===== config.mk =====
export PLATFORM = sky130hd
export DESIGN_NAME = smoothing_stream_flat
export DESIGN_NICKNAME = d
export VERILOG_FILES = /design/src/rtl/smoothing_pkg.sv /design/src/rtl/smoothing_stream_if.sv /design/src/rtl/smoothing_line_buf.sv /design/src/rtl/smoothing_stream.sv /design/src/flat_wrapper.sv
export SDC_FILE = /design/constraint.sdc
export NUM_CORES = 1
export LEC_CHECK = 0
export ABC_CLOCK_PERIOD_IN_PS = 31700
export BUFFER_PORTS_ARGS = -buffer_cell sky130_fd_sc_hd__buf_2
export CAP_MARGIN = 0
export CORE_UTILIZATION = 37
export DETAILED_ROUTE_END_ITERATION = 10
export GPL_ROUTABILITY_DRIVEN = 0
export GPL_TIMING_DRIVEN = 0
export PLACE_DENSITY = 0.58
export SLEW_MARGIN = 40
export SYNTH_ARGS = -nofsm -noshare
export SYNTH_HDL_FRONTEND = slang
export SYNTH_SLANG_ARGS = --single-unit

===== constraint.sdc =====
create_clock -name clk -period 31.7 [get_ports clk]
set_input_delay 6.34 -clock clk [delete_from_list [all_inputs] [get_ports clk]]
set_output_delay 6.34 -clock clk [all_outputs]
set_load 0.01 [all_outputs]

===== src/rtl/smoothing_pkg.sv =====
// Shared constants and helpers for the 3x3 smoothing stream filter.
// Kernel weights, rounding offsets, accumulator width and the reciprocal-of-9
// multiplier used to turn the box divide into a constant multiply.
package smoothing_pkg;

   localparam int unsigned ROUND_BOX   = 4;
   localparam int unsigned ROUND_GAUSS = 8;
   localparam int unsigned GAUSS_SHIFT = 4;

   localparam int unsigned BOX_K   [3][3] = '{'{1, 1, 1}, '{1, 1, 1}, '{1, 1, 1}};
   localparam int unsigned GAUSS_K [3][3] = '{'{1, 2, 1}, '{2, 4, 2}, '{1, 2, 1}};

   // Weighted sum of nine pixels never exceeds 16 * max pixel.
   function automatic int unsigned sum_width(input int unsigned pix_w);
      return pix_w + 4;
   endfunction

   // With M = ceil(2^S / 9) the error term is at most 8, so floor(x * M >> S) == floor(x / 9)
   // holds for every x < 2^(pix_w + 4) once S >= pix_w + 7.
   function automatic int unsigned recip9_shift(input int unsigned pix_w);
      return pix_w + 7;
   endfunction

   function automatic longint unsigned recip9_mult(input int unsigned pix_w);
      return ((64'd1 << recip9_shift(pix_w)) + 64'd8) / 64'd9;
   endfunction

endpackage


===== src/rtl/smoothing_stream_if.sv =====
// Pixel stream bundle for smoothing_stream: input handshake, output handshake, frame marker.
// master = pixel source / sink side, slave = the filter.
interface smoothing_stream_if #(
   parameter int unsigned PIX_W = 8
) ();

   logic             in_valid;
   logic             in_ready;
   logic [PIX_W-1:0] pixel_in;
   logic             out_valid;
   logic             out_ready;
   logic [PIX_W-1:0] pixel_out;
   logic             out_last;

   modport master (
      output in_valid, pixel_in, out_ready,
      input  in_ready, out_valid, pixel_out, out_last
   );

   modport slave (
      input  in_valid, pixel_in, out_ready,
      output in_ready, out_valid, pixel_out, out_last
   );

endinterface


===== src/rtl/smoothing_line_buf.sv =====
// Two chained row buffers: tap1 is the pixel one row above, tap2 two rows above.
// Reads are combinational so a write on accept sees the old contents (read-before-write).
module smoothing_line_buf #(
   parameter  int unsigned DEPTH = 64,
   parameter  int unsigned WIDTH = 8,
   localparam int unsigned AW    = $clog2(DEPTH)
) (
   input  logic             clk,
   input  logic             we,
   input  logic [AW-1:0]    addr,
   input  logic [WIDTH-1:0] din,
   output logic [WIDTH-1:0] tap1,
   output logic [WIDTH-1:0] tap2
);

   logic [WIDTH-1:0] row1_mem [DEPTH];
   logic [WIDTH-1:0] row2_mem [DEPTH];

   assign tap1 = row1_mem[addr];
   assign tap2 = row2_mem[addr];

   // Shift the column down one row on every accepted pixel; contents need no reset.
   always_ff @(posedge clk) begin
      if (we) begin
         row2_mem[addr] <= row1_mem[addr];
         row1_mem[addr] <= din;
      end
   end

endmodule


===== src/rtl/smoothing_stream.sv =====
// Streaming 3x3 smoothing filter with valid/ready on both sides.
// Define SMOOTHING_GAUSS_EN for the 1-2-1 Gaussian kernel; default is a rounded box average.
module smoothing_stream
   import smoothing_pkg::*;
#(
   parameter int unsigned PIX_W = 8,
   parameter int unsigned IMG_W = 64,
   parameter int unsigned IMG_H = 64
) (
   input logic              clk,
   input logic              rst,
   smoothing_stream_if.slave bus
);

   localparam int unsigned COL_W = $clog2(IMG_W);
   localparam int unsigned ROW_W = $clog2(IMG_H);
   localparam int unsigned SUM_W = sum_width(PIX_W);

`ifdef SMOOTHING_GAUSS_EN
   localparam int unsigned KERNEL_K [3][3] = GAUSS_K;
`else
   localparam int unsigned KERNEL_K [3][3] = BOX_K;
   localparam int unsigned SHIFT  = recip9_shift(PIX_W);
   localparam int unsigned PROD_W = SUM_W + SHIFT;
   localparam logic [SHIFT-1:0] MULT = SHIFT'(recip9_mult(PIX_W));
`endif

   logic [COL_W-1:0] col_q;
   logic [ROW_W-1:0] row_q;
   logic             accept;
   logic             emit;
   logic             emit_last;
   logic [PIX_W-1:0] tap1;
   logic [PIX_W-1:0] tap2;
   logic [PIX_W-1:0] new_col [3];
   logic [PIX_W-1:0] col_a_q [3];
   logic [PIX_W-1:0] col_b_q [3];
   logic [SUM_W-1:0] wsum;
   logic [SUM_W-1:0] rounded;
   logic [PIX_W-1:0] result;
   logic             out_valid_q;
   logic [PIX_W-1:0] pixel_out_q;
   logic             out_last_q;

   assign bus.in_ready  = !out_valid_q || bus.out_ready;
   assign bus.out_valid = out_valid_q;
   assign bus.pixel_out = pixel_out_q;
   assign bus.out_last  = out_last_q;

   // Reset takes priority, so a pixel offered during reset is dropped.
   assign accept    = bus.in_valid && bus.in_ready && !rst;
   assign emit      = accept && (row_q >= ROW_W'(2)) && (col_q >= COL_W'(2));
   assign emit_last = (row_q == ROW_W'(IMG_H - 1)) && (col_q == COL_W'(IMG_W - 1));

   smoothing_line_buf #(
      .DEPTH (IMG_W),
      .WIDTH (PIX_W)
   ) u_line_buf (
      .clk  (clk),
      .we   (accept),
      .addr (col_q),
      .din  (bus.pixel_in),
      .tap1 (tap1),
      .tap2 (tap2)
   );

   // Window rows top to bottom: two rows up, one row up, current row.
   assign new_col[0] = tap2;
   assign new_col[1] = tap1;
   assign new_col[2] = bus.pixel_in;

   // Raster position of the next pixel to be accepted.
   always_ff @(posedge clk) begin
      if (rst) begin
         col_q <= '0;
         row_q <= '0;
      end else if (accept) begin
         if (col_q == COL_W'(IMG_W - 1)) begin
            col_q <= '0;
            row_q <= (row_q == ROW_W'(IMG_H - 1)) ? '0 : row_q + 1'b1;
         end else begin
            col_q <= col_q + 1'b1;
         end
      end
   end

   // Two stored window columns; the third is the column arriving with the accepted pixel.
   always_ff @(posedge clk) begin
      if (accept) begin
         col_a_q <= col_b_q;
         col_b_q <= new_col;
      end
   end

   // Weighted window sum and rounding to the output pixel.
   always_comb begin
      wsum = '0;
      for (int r = 0; r < 3; r++) begin
         wsum = wsum + SUM_W'(KERNEL_K[r][0]) * SUM_W'(col_a_q[r])
                     + SUM_W'(KERNEL_K[r][1]) * SUM_W'(col_b_q[r])
                     + SUM_W'(KERNEL_K[r][2]) * SUM_W'(new_col[r]);
      end
`ifdef SMOOTHING_GAUSS_EN
      rounded = wsum + SUM_W'(ROUND_GAUSS);
      result  = PIX_W'(rounded >> GAUSS_SHIFT);
`else
      rounded = wsum + SUM_W'(ROUND_BOX);
      result  = PIX_W'((PROD_W'(rounded) * PROD_W'(MULT)) >> SHIFT);
`endif
   end

   // Single output register stage; holds while stalled, cleared once consumed.
   always_ff @(posedge clk) begin
      if (rst) begin
         out_valid_q <= 1'b0;
         pixel_out_q <= '0;
         out_last_q  <= 1'b0;
      end else if (emit) begin
         out_valid_q <= 1'b1;
         pixel_out_q <= result;
         out_last_q  <= emit_last;
      end else if (bus.out_ready) begin
         out_valid_q <= 1'b0;
      end
   end

endmodule


===== src/flat_wrapper.sv =====
// flat-port wrapper written by rule: the top's interface ports become plain ports
module smoothing_stream_flat import smoothing_pkg::*;
#(
   parameter int unsigned PIX_W = 8,
   parameter int unsigned IMG_W = 64,
   parameter int unsigned IMG_H = 64
)
  (clk, rst, bus_in_valid, bus_pixel_in, bus_out_ready, bus_in_ready, bus_out_valid, bus_pixel_out, bus_out_last);
  smoothing_stream_if #(.PIX_W(PIX_W)) bus_i ();
  input logic clk;
  input logic rst;
  input wire logic [$bits(bus_i.in_valid)-1:0] bus_in_valid;
  input wire logic [$bits(bus_i.pixel_in)-1:0] bus_pixel_in;
  input wire logic [$bits(bus_i.out_ready)-1:0] bus_out_ready;
  output wire logic [$bits(bus_i.in_ready)-1:0] bus_in_ready;
  output wire logic [$bits(bus_i.out_valid)-1:0] bus_out_valid;
  output wire logic [$bits(bus_i.pixel_out)-1:0] bus_pixel_out;
  output wire logic [$bits(bus_i.out_last)-1:0] bus_out_last;
  assign bus_i.in_valid = bus_in_valid;
  assign bus_i.pixel_in = bus_pixel_in;
  assign bus_i.out_ready = bus_out_ready;
  assign bus_in_ready = bus_i.in_ready;
  assign bus_out_valid = bus_i.out_valid;
  assign bus_pixel_out = bus_i.pixel_out;
  assign bus_out_last = bus_i.out_last;
  smoothing_stream #(.PIX_W(PIX_W), .IMG_W(IMG_W), .IMG_H(IMG_H)) u_core (.clk(clk), .rst(rst), .bus(bus_i));
endmodule

==> impl_metrics.py, run 1 <==
metrics = {
    "global_route": {
        "global_route.usage.total_pct": 17.65,
        "m3_gr_usage_pct": 2.887,
        "grtUsageMet2_pct": 28.95,
        "globalRouteMet1Util_pct": 24.07,
        "globalRoute.busiestLayer": "met2",
        "grt_antenna_before_repair": 2,
        "grt_start_max_net_pins": 67,
        "grt_first_pass_wirelength_um": 159500,
        "grt_overflow_total": 0,
        "grt_pass1_vias": 22960,
    },
    "drt": {
        "drt-vias-per-instance": 5.354,
        "detail_route.wl_per_cell_um": 26.62,
        "drt_drc_violations_left": 0,
        "antenna_violating_nets_post_route": 0,
        "dr.pass1.iters": 6,
        "routed-via-count": 22020,
        "wirelength_um": 109500,
        "drtIter0Drc": 2087,
    },
    "final_layout": {
        "post_layout_inst_area_mm2": 0.05338,
        "filler_cell_count": 10290,
        "nNetsFinal": 2568,
        "layout_common_cells": "sky130_fd_sc_hd__edfxtp_1 (1072), sky130_fd_sc_hd__mux4_2 (320), sky130_fd_sc_hd__inv_1 (153)",
        "layout_commonest_cell": "sky130_fd_sc_hd__edfxtp_1",
        "layout-area-overhead-vs-synth_pct": 16.80,
        "multi_input_comb_area_mm2": 0.01247,
        "area.sequential_mm2": 0.03275,
        "post_route_cells_drive_above_1_share_pct": 28.84,
        "final_core_util_pct": 43.69,
    },
    "sta": {
        "report.final.setup_viol": 0,
        "maxSlewViolCount": 0,
        "timing.fmax_ghz": 0.06556,
        "timing_hold_violations_final": 0,
        "hold-worst-slack_ns": 0.4461,
        "slew_headroom_pct": 40.79,
        "final_min_period_over_clock_period_pct": 48.12,
        "rsz0062_at_grt": "no",
        "worst_margin_slew_ns": 0.8849,
        "setup_total_negative_slack_ns": 0,
        "final.min_clock_period_ns": 15.25,
        "clock_skew_ns": 0.03608,
    },
    "clock_network": {
        "ctsHtreeMaxLevel": 3,
        "post_cts_buffers": 0,
        "cts_tree": "done",
        "cts.clk_slew.worst_paths_ns": 0.06,
        "numClockSinks": 1100,
        "root_buffer": "sky130_fd_sc_hd__clkbuf_16",
        "cts_resized": 0,
        "max-clock-path-buffers": 3,
        "ctsHoldBuffers": 0,
        "worst_skew_late_latency_ns": 0.72,
        "cts-buffers-inserted": 112,
    },
    "synthesis": {
        "synth_nets": 2364,
        "synthesis.instances": 2186,
        "synthFlopType": "sky130_fd_sc_hd__edfxtp_1",
        "synth_top_cells_by_area": "sky130_fd_sc_hd__edfxtp_1 (70%), sky130_fd_sc_hd__mux4_2 (16%), sky130_fd_sc_hd__fa_1 (3.3%)",
        "synthArstFlopShare_pct": 0,
        "netlist_area_mm2": 0.04571,
        "synth_enable_flop_cells": 1072,
        "synth.distinct_cells": 51,
        "yosys_warnings": 0,
        "postSynthRegisterBits": 1100,
        "synth_top_area_share_pct": 70.43,
        "syn-mean-instance-area_um2": 20.91,
        "synth_top_area_cell": "sky130_fd_sc_hd__edfxtp_1",
        "synth_seq_area_share_pct": 71.66,
    },
    "placement": {
        "placed_cell_area_mm2": 0.04974,
        "numPortBuffers": 22,
        "dpl.hpwl_um": 73900,
    },
    "floorplan": {
        "die_w_um": 353.5,
        "number_of_placed_i_o_pins": 23,
        "die_area_mm2": 0.1249,
        "die_height_um": 353.5,
        "floorplan.core_area_mm2": 0.1222,
        "initial_cell_density_of_the_core_pct": 37.40,
        "num_rows": 128,
    },
    "critical_path": {
        "sort_of_element_at_the_end_of_the_critical_path": "flip-flop",
        "cp_data_arrival_time_ns": 15.88,
        "slowest_delay_ns": 0.61,
        "critical_path_peak_fanout": 66,
        "crit_required_ns": 32.32,
        "path_common_cell": "sky130_fd_sc_hd__fa_1",
        "crit_type": "in -> reg",
        "critical_path.startpoint_type": "input pin",
        "critical_path.slowest_cell": "sky130_fd_sc_hd__fa_1",
    },
    "job": {
        "cap_viol_max_count": 0,
    },
    "min_path": {
        "hold_path.class": "reg -> reg",
    },
    "outcome": {
        "run_status": "complete, no violations",
    },
}
==> logic make-up (layout without fill, tap and decap cells) <==
kind of cell | Yosys count | after routing | synth area share, %
multiplexers | 320 | 320 | 15.77
XOR/XNOR | 34 | 34 | 0.6515
other | 0 | 1 | 0
buffers and inverters | 255 | 555 | 2.289
adder cells (fa/ha/maj) | 166 | 166 | 5.776
AND/OR/NAND/NOR | 191 | 191 | 1.916
flip-flops | 1100 | 1100 | 71.66
AO/OA/AOI/OAI | 120 | 120 | 1.941
==> Yosys cell counts, drive strengths merged, types with 6 or more instances <==
cell type and n:
xnor2 17, fa 75, ha 91, a21oi 26
nand2 33, dfxtp 28, a21o 15, clkbuf 50
edfxtp 1072, nor2 97, nand3b 9, a22o 9
o21ai 14, nor2b 6, mux4 320, buf 43
nor3 6, xor2 17, a221oi 10, nand3 9
inv 162, a211oi 7, a22oi 14
==> worst max-delay path: cells and delay by family <==
kind / cells / cell delay (ns)
AOI/OAI and AO/OA: 8 / 1.98
xor gates and xnor gates: 1 / 0.39
adders and majority gates: 12 / 5.25
buffers and inverters: 9 / 1.19
and+or+nand+nor: 2 / 0.60
==> through the flow <==
stage                     setup slack [ns]  instances
after floorplan                      17.53       2186
after global placement               15.45       3833
after detailed placement             15.73       3900
after CTS                            16.48       4110
after global routing                 15.97       4111
final                                16.45       4112
==> state kept, by name, summed over array words and instances, names as in the netlist, named ones only <==
register	cells
u_core.row_q	6
u_core.bus.out_last	1
u_core.u_line_buf.row2_mem	512
u_core.u_line_buf.row1_mem	512
u_core.col_b_q	24
u_core.bus.pixel_out	8
u_core.bus.out_valid	1
u_core.col_a_q	24
u_core.col_q	6
==> cell type report <==
| cell class | count | share of cell area (%) |
|---|---|---|
| flip-flops and latches | 1100 | 61.35 |
| multi-input cells | 831 | 23.35 |
| clock buffers | 132 | 5.391 |
| well taps | 1625 | 3.809 |
| repair buffers | 90 | 2.672 |
| clock inverters | 78 | 1.402 |
| inverters | 162 | 1.148 |
| plain buffers | 93 | 0.8719 |
| diodes | 1 | 0.004688 |
==> worst paths after layout <==
check	start	end	slack (ns)	cells past startpoint
setup / recovery	bus_pixel_in[0]	u_core.bus.pixel_out[5]	16.45	32
hold reg to reg	u_core.col_b_q[5]	u_core.col_a_q[5]	0.45	0
hold / removal	u_core.col_b_q[5]	u_core.col_a_q[5]	0.45	0
setup reg to reg	flip-flop	u_core.bus.pixel_out[5]	18.82	37
==> metal layers <==
layer / vias up / wire length [um]
li1: 9263 / -
met1: 11850 / 45680
met2: 738 / 53790
met3: 168 / 6644
met4: 0 / 3352
met5: - / 0
Power of run 1 is not shown: default switching activity piles up to over one toggle a cycle in this logic, so the estimate is an artifact.
==> run 2, diff against run 1 <==
Settings changed: ABC_AREA set to 1, ABC_CLOCK_PERIOD_IN_PS 31700 to 12960, PLACE_DENSITY 0.58 to 0.6.
Clock period 31.7 ns to 12.96 ns, I/O delays scaled along.
==> run 2 against run 1 <==
  * Final cell count increased by 47%
  * Via count increased by 55%
  * First-iteration DRC count increased to 2.5 times the previous value
  * Core utilization rose by 0.27 points
  * Critical path depth up 12
  * Non-clock buffer count rose by 144
  * Sequential cell count unchanged
  * Highest routed layer unchanged
==> impl_metrics.py, run 2 <==
metrics = {
    "outcome": {
        "run_status": "complete, no violations",
    },
    "final_layout": {
        "biggestRegsByFlops": "u_core.u_line_buf.row1_mem (512), u_core.u_line_buf.row2_mem (512)",
        "layout_commonest_cell": "sky130_fd_sc_hd__edfxtp_1",
        "layout_common_cells": "sky130_fd_sc_hd__edfxtp_1 (1072), sky130_fd_sc_hd__nand2_1 (575), sky130_fd_sc_hd__nor2_1 (543)",
        "filler_cell_count": 11630,
        "post_route_cells_drive_above_1_share_pct": 12.05,
        "layout-area-overhead-vs-synth_pct": 17.54,
        "nNetsFinal": 4387,
    },
    "sta": {
        "clock_skew_ns": 0.05066,
        "hold-worst-slack_ns": 0.4468,
        "timing.fmax_ghz": 0.09214,
        "final_min_period_over_clock_period_pct": 83.75,
        "setup_total_negative_slack_ns": 0,
        "final.min_clock_period_ns": 10.85,
        "maxSlewViolCount": 0,
        "slew_headroom_pct": 36.82,
        "timing_hold_violations_final": 0,
        "rsz0062_at_grt": "no",
        "worst_margin_slew_ns": 0.9478,
        "report.final.setup_viol": 0,
    },
    "global_route": {
        "grt_antenna_before_repair": 6,
        "grt_overflow_total": 0,
        "m3_gr_usage_pct": 6.021,
        "grt_first_pass_wirelength_um": 228000,
        "grtUsageMet2_pct": 36.67,
        "globalRoute.busiestLayer": "met2",
        "global_route.usage.total_pct": 24.33,
        "grt_start_max_net_pins": 67,
        "grt_pass1_vias": 32260,
        "globalRouteMet1Util_pct": 32.69,
    },
    "critical_path": {
        "critical_path_peak_fanout": 66,
        "sort_of_element_at_the_end_of_the_critical_path": "flip-flop",
        "critical_path.startpoint_type": "flip-flop",
        "crit_required_ns": 13.61,
        "critical_path.slowest_cell": "sky130_fd_sc_hd__clkbuf_1",
        "path_common_cell": "sky130_fd_sc_hd__inv_1",
        "crit_type": "reg -> reg",
        "cp_data_arrival_time_ns": 11.50,
        "slowest_delay_ns": 0.71,
    },
    "synthesis": {
        "yosys_warnings": 0,
        "synth.top_cells.by_count": "sky130_fd_sc_hd__edfxtp_1 (1072), sky130_fd_sc_hd__nor2_1 (605), sky130_fd_sc_hd__nand2_1 (583)",
        "netlist_area_mm2": 0.04787,
        "synthFlopType": "sky130_fd_sc_hd__edfxtp_1",
        "synth_enable_flop_cells": 1072,
        "syn-mean-instance-area_um2": 12.00,
        "synth_top_area_share_pct": 67.25,
        "synth_top_cells_by_area": "sky130_fd_sc_hd__edfxtp_1 (67%), sky130_fd_sc_hd__o21ai_0 (4.9%), sky130_fd_sc_hd__nor2_1 (4.7%)",
        "synthArstFlopShare_pct": 0,
        "postSynthRegisterBits": 1100,
        "synth_nets": 4166,
        "synthMostInstantiatedCell": "sky130_fd_sc_hd__edfxtp_1",
        "synth_top_area_cell": "sky130_fd_sc_hd__edfxtp_1",
        "synthesis.instances": 3988,
        "synth.distinct_cells": 47,
        "synth_seq_area_share_pct": 68.42,
    },
    "floorplan": {
        "initial_cell_density_of_the_core_pct": 37.39,
        "die_area_mm2": 0.1308,
        "number_of_placed_i_o_pins": 23,
        "floorplan.core_area_mm2": 0.1280,
        "num_rows": 131,
        "die_height_um": 361.7,
        "die_w_um": 361.7,
    },
    "clock_network": {
        "ctsHoldBuffers": 0,
        "ctsHtreeMaxLevel": 3,
        "worst_skew_late_latency_ns": 0.75,
        "root_buffer": "sky130_fd_sc_hd__clkbuf_16",
        "cts_tree": "done",
        "cts.clk_slew.worst_paths_ns": 0.06,
        "post_cts_buffers": 0,
        "cts-buffers-inserted": 113,
        "numClockSinks": 1100,
        "max-clock-path-buffers": 3,
        "cts_resized": 0,
    },
    "drt": {
        "drtIter0Drc": 5292,
        "drt-vias-per-instance": 5.642,
        "detail_route.wl_per_cell_um": 26.76,
        "antenna_violating_nets_post_route": 0,
        "routed-via-count": 34030,
        "dr.pass1.iters": 9,
        "wirelength_um": 161400,
        "drt_drc_violations_left": 0,
    },
    "placement": {
        "numPortBuffers": 22,
        "dpl.hpwl_um": 110200,
    },
    "job": {
        "cap_viol_max_count": 0,
    },
    "min_path": {
        "hold_path.class": "reg -> reg",
    },
}
-- run 2: cell count changes after synthesis, moves of 16 or more --
| cell | delta |
|---|---|
| sky130_fd_sc_hd__buf_4 | +16 |
| sky130_fd_sc_hd__mux4_2 | -320 |
| sky130_fd_sc_hd__o21ai_0 | +457 |
| sky130_fd_sc_hd__inv_1 | +66 |
| sky130_fd_sc_hd__buf_2 | +59 |
| sky130_fd_sc_hd__o22ai_1 | +240 |
| sky130_fd_sc_hd__a21oi_1 | +23 |
| sky130_fd_sc_hd__clkbuf_1 | +27 |
| sky130_fd_sc_hd__o21ai_1 | +68 |
| sky130_fd_sc_hd__nand2_1 | +550 |
| sky130_fd_sc_hd__nand3_1 | +154 |
| sky130_fd_sc_hd__nor2_1 | +508 |
-- run 2: area by class of cell --
class                      count  area [um2]  share of cell area (%)
timing repair buffer         106        1934                   3.438
sequential                  1100       32750                   58.21
clock buffer                 137        2979                   5.295
inverter                     236       893.4                   1.588
antenna                        3       7.507                 0.01334
clock inverter                68       765.7                   1.361
multi-input combinational   2431       13560                   24.10
buffer                       221        1215                   2.159
tap                         1729        2163                   3.845
-- run 2: stage by stage --
stage / cell area, um2 / setup WS, ns / util [%] / instances
floorplan: 47870 / 3.496 / - / 3988
finish: 56270 / 2.107 / 43.96 / 6031
CTS: 56200 / 2.287 / 43.91 / 6026
detailed placement: 52460 / 2.139 / 40.98 / 5821
global placement: 50140 / 0.6481 / 39.17 / 5739
global route: 56260 / 1.703 / 43.95 / 6028
-- run 2: critical path: cells and delay by family (launching register included) --
| family | cells | cell delay, ns |
|---|---|---|
| compound gates | 5 | 0.91 |
| xor+xnor | 2 | 0.72 |
| fa+ha+maj | 11 | 4.55 |
| buf+inv | 13 | 2.00 |
| flops | 1 | 0.38 |
| simple gates | 13 | 2.18 |
-- run 2: logic make-up after synthesis --
kind of cell	share of synthesized area [%]
AO/OA/AOI/OAI	9.791
flip-flops	68.42
AND/OR/NAND/NOR	11.56
adder cells (fa/ha/maj)	5.515
buffers and inverters	4.388
XOR/XNOR	0.3267
-- run 2: path summary, 6_finish.rpt --
check / slack [ns] / end / cells past startpoint / from
max: 2.11 / u_core.bus.pixel_out[7] / 44 / flip-flop
max reg2reg: 2.11 / u_core.bus.pixel_out[7] / 44 / flip-flop
min: 0.45 / u_core.col_a_q[11] / 0 / u_core.col_b_q[11]
min reg2reg: 0.45 / u_core.col_a_q[11] / 0 / u_core.col_b_q[11]
-- run 2: per-layer routing --
| metal | routed length [um] | share of wire [%] | vias up |
|---|---|---|---|
| li1 | - | - | 14620 |
| met1 | 62850 | 39 | 16780 |
| met2 | 70020 | 43 | 2160 |
| met3 | 19460 | 12 | 469 |
| met4 | 9059 | 5.6 | 0 |
| met5 | 0 | 0 | - |
Power of run 2 is left out for the same reason.
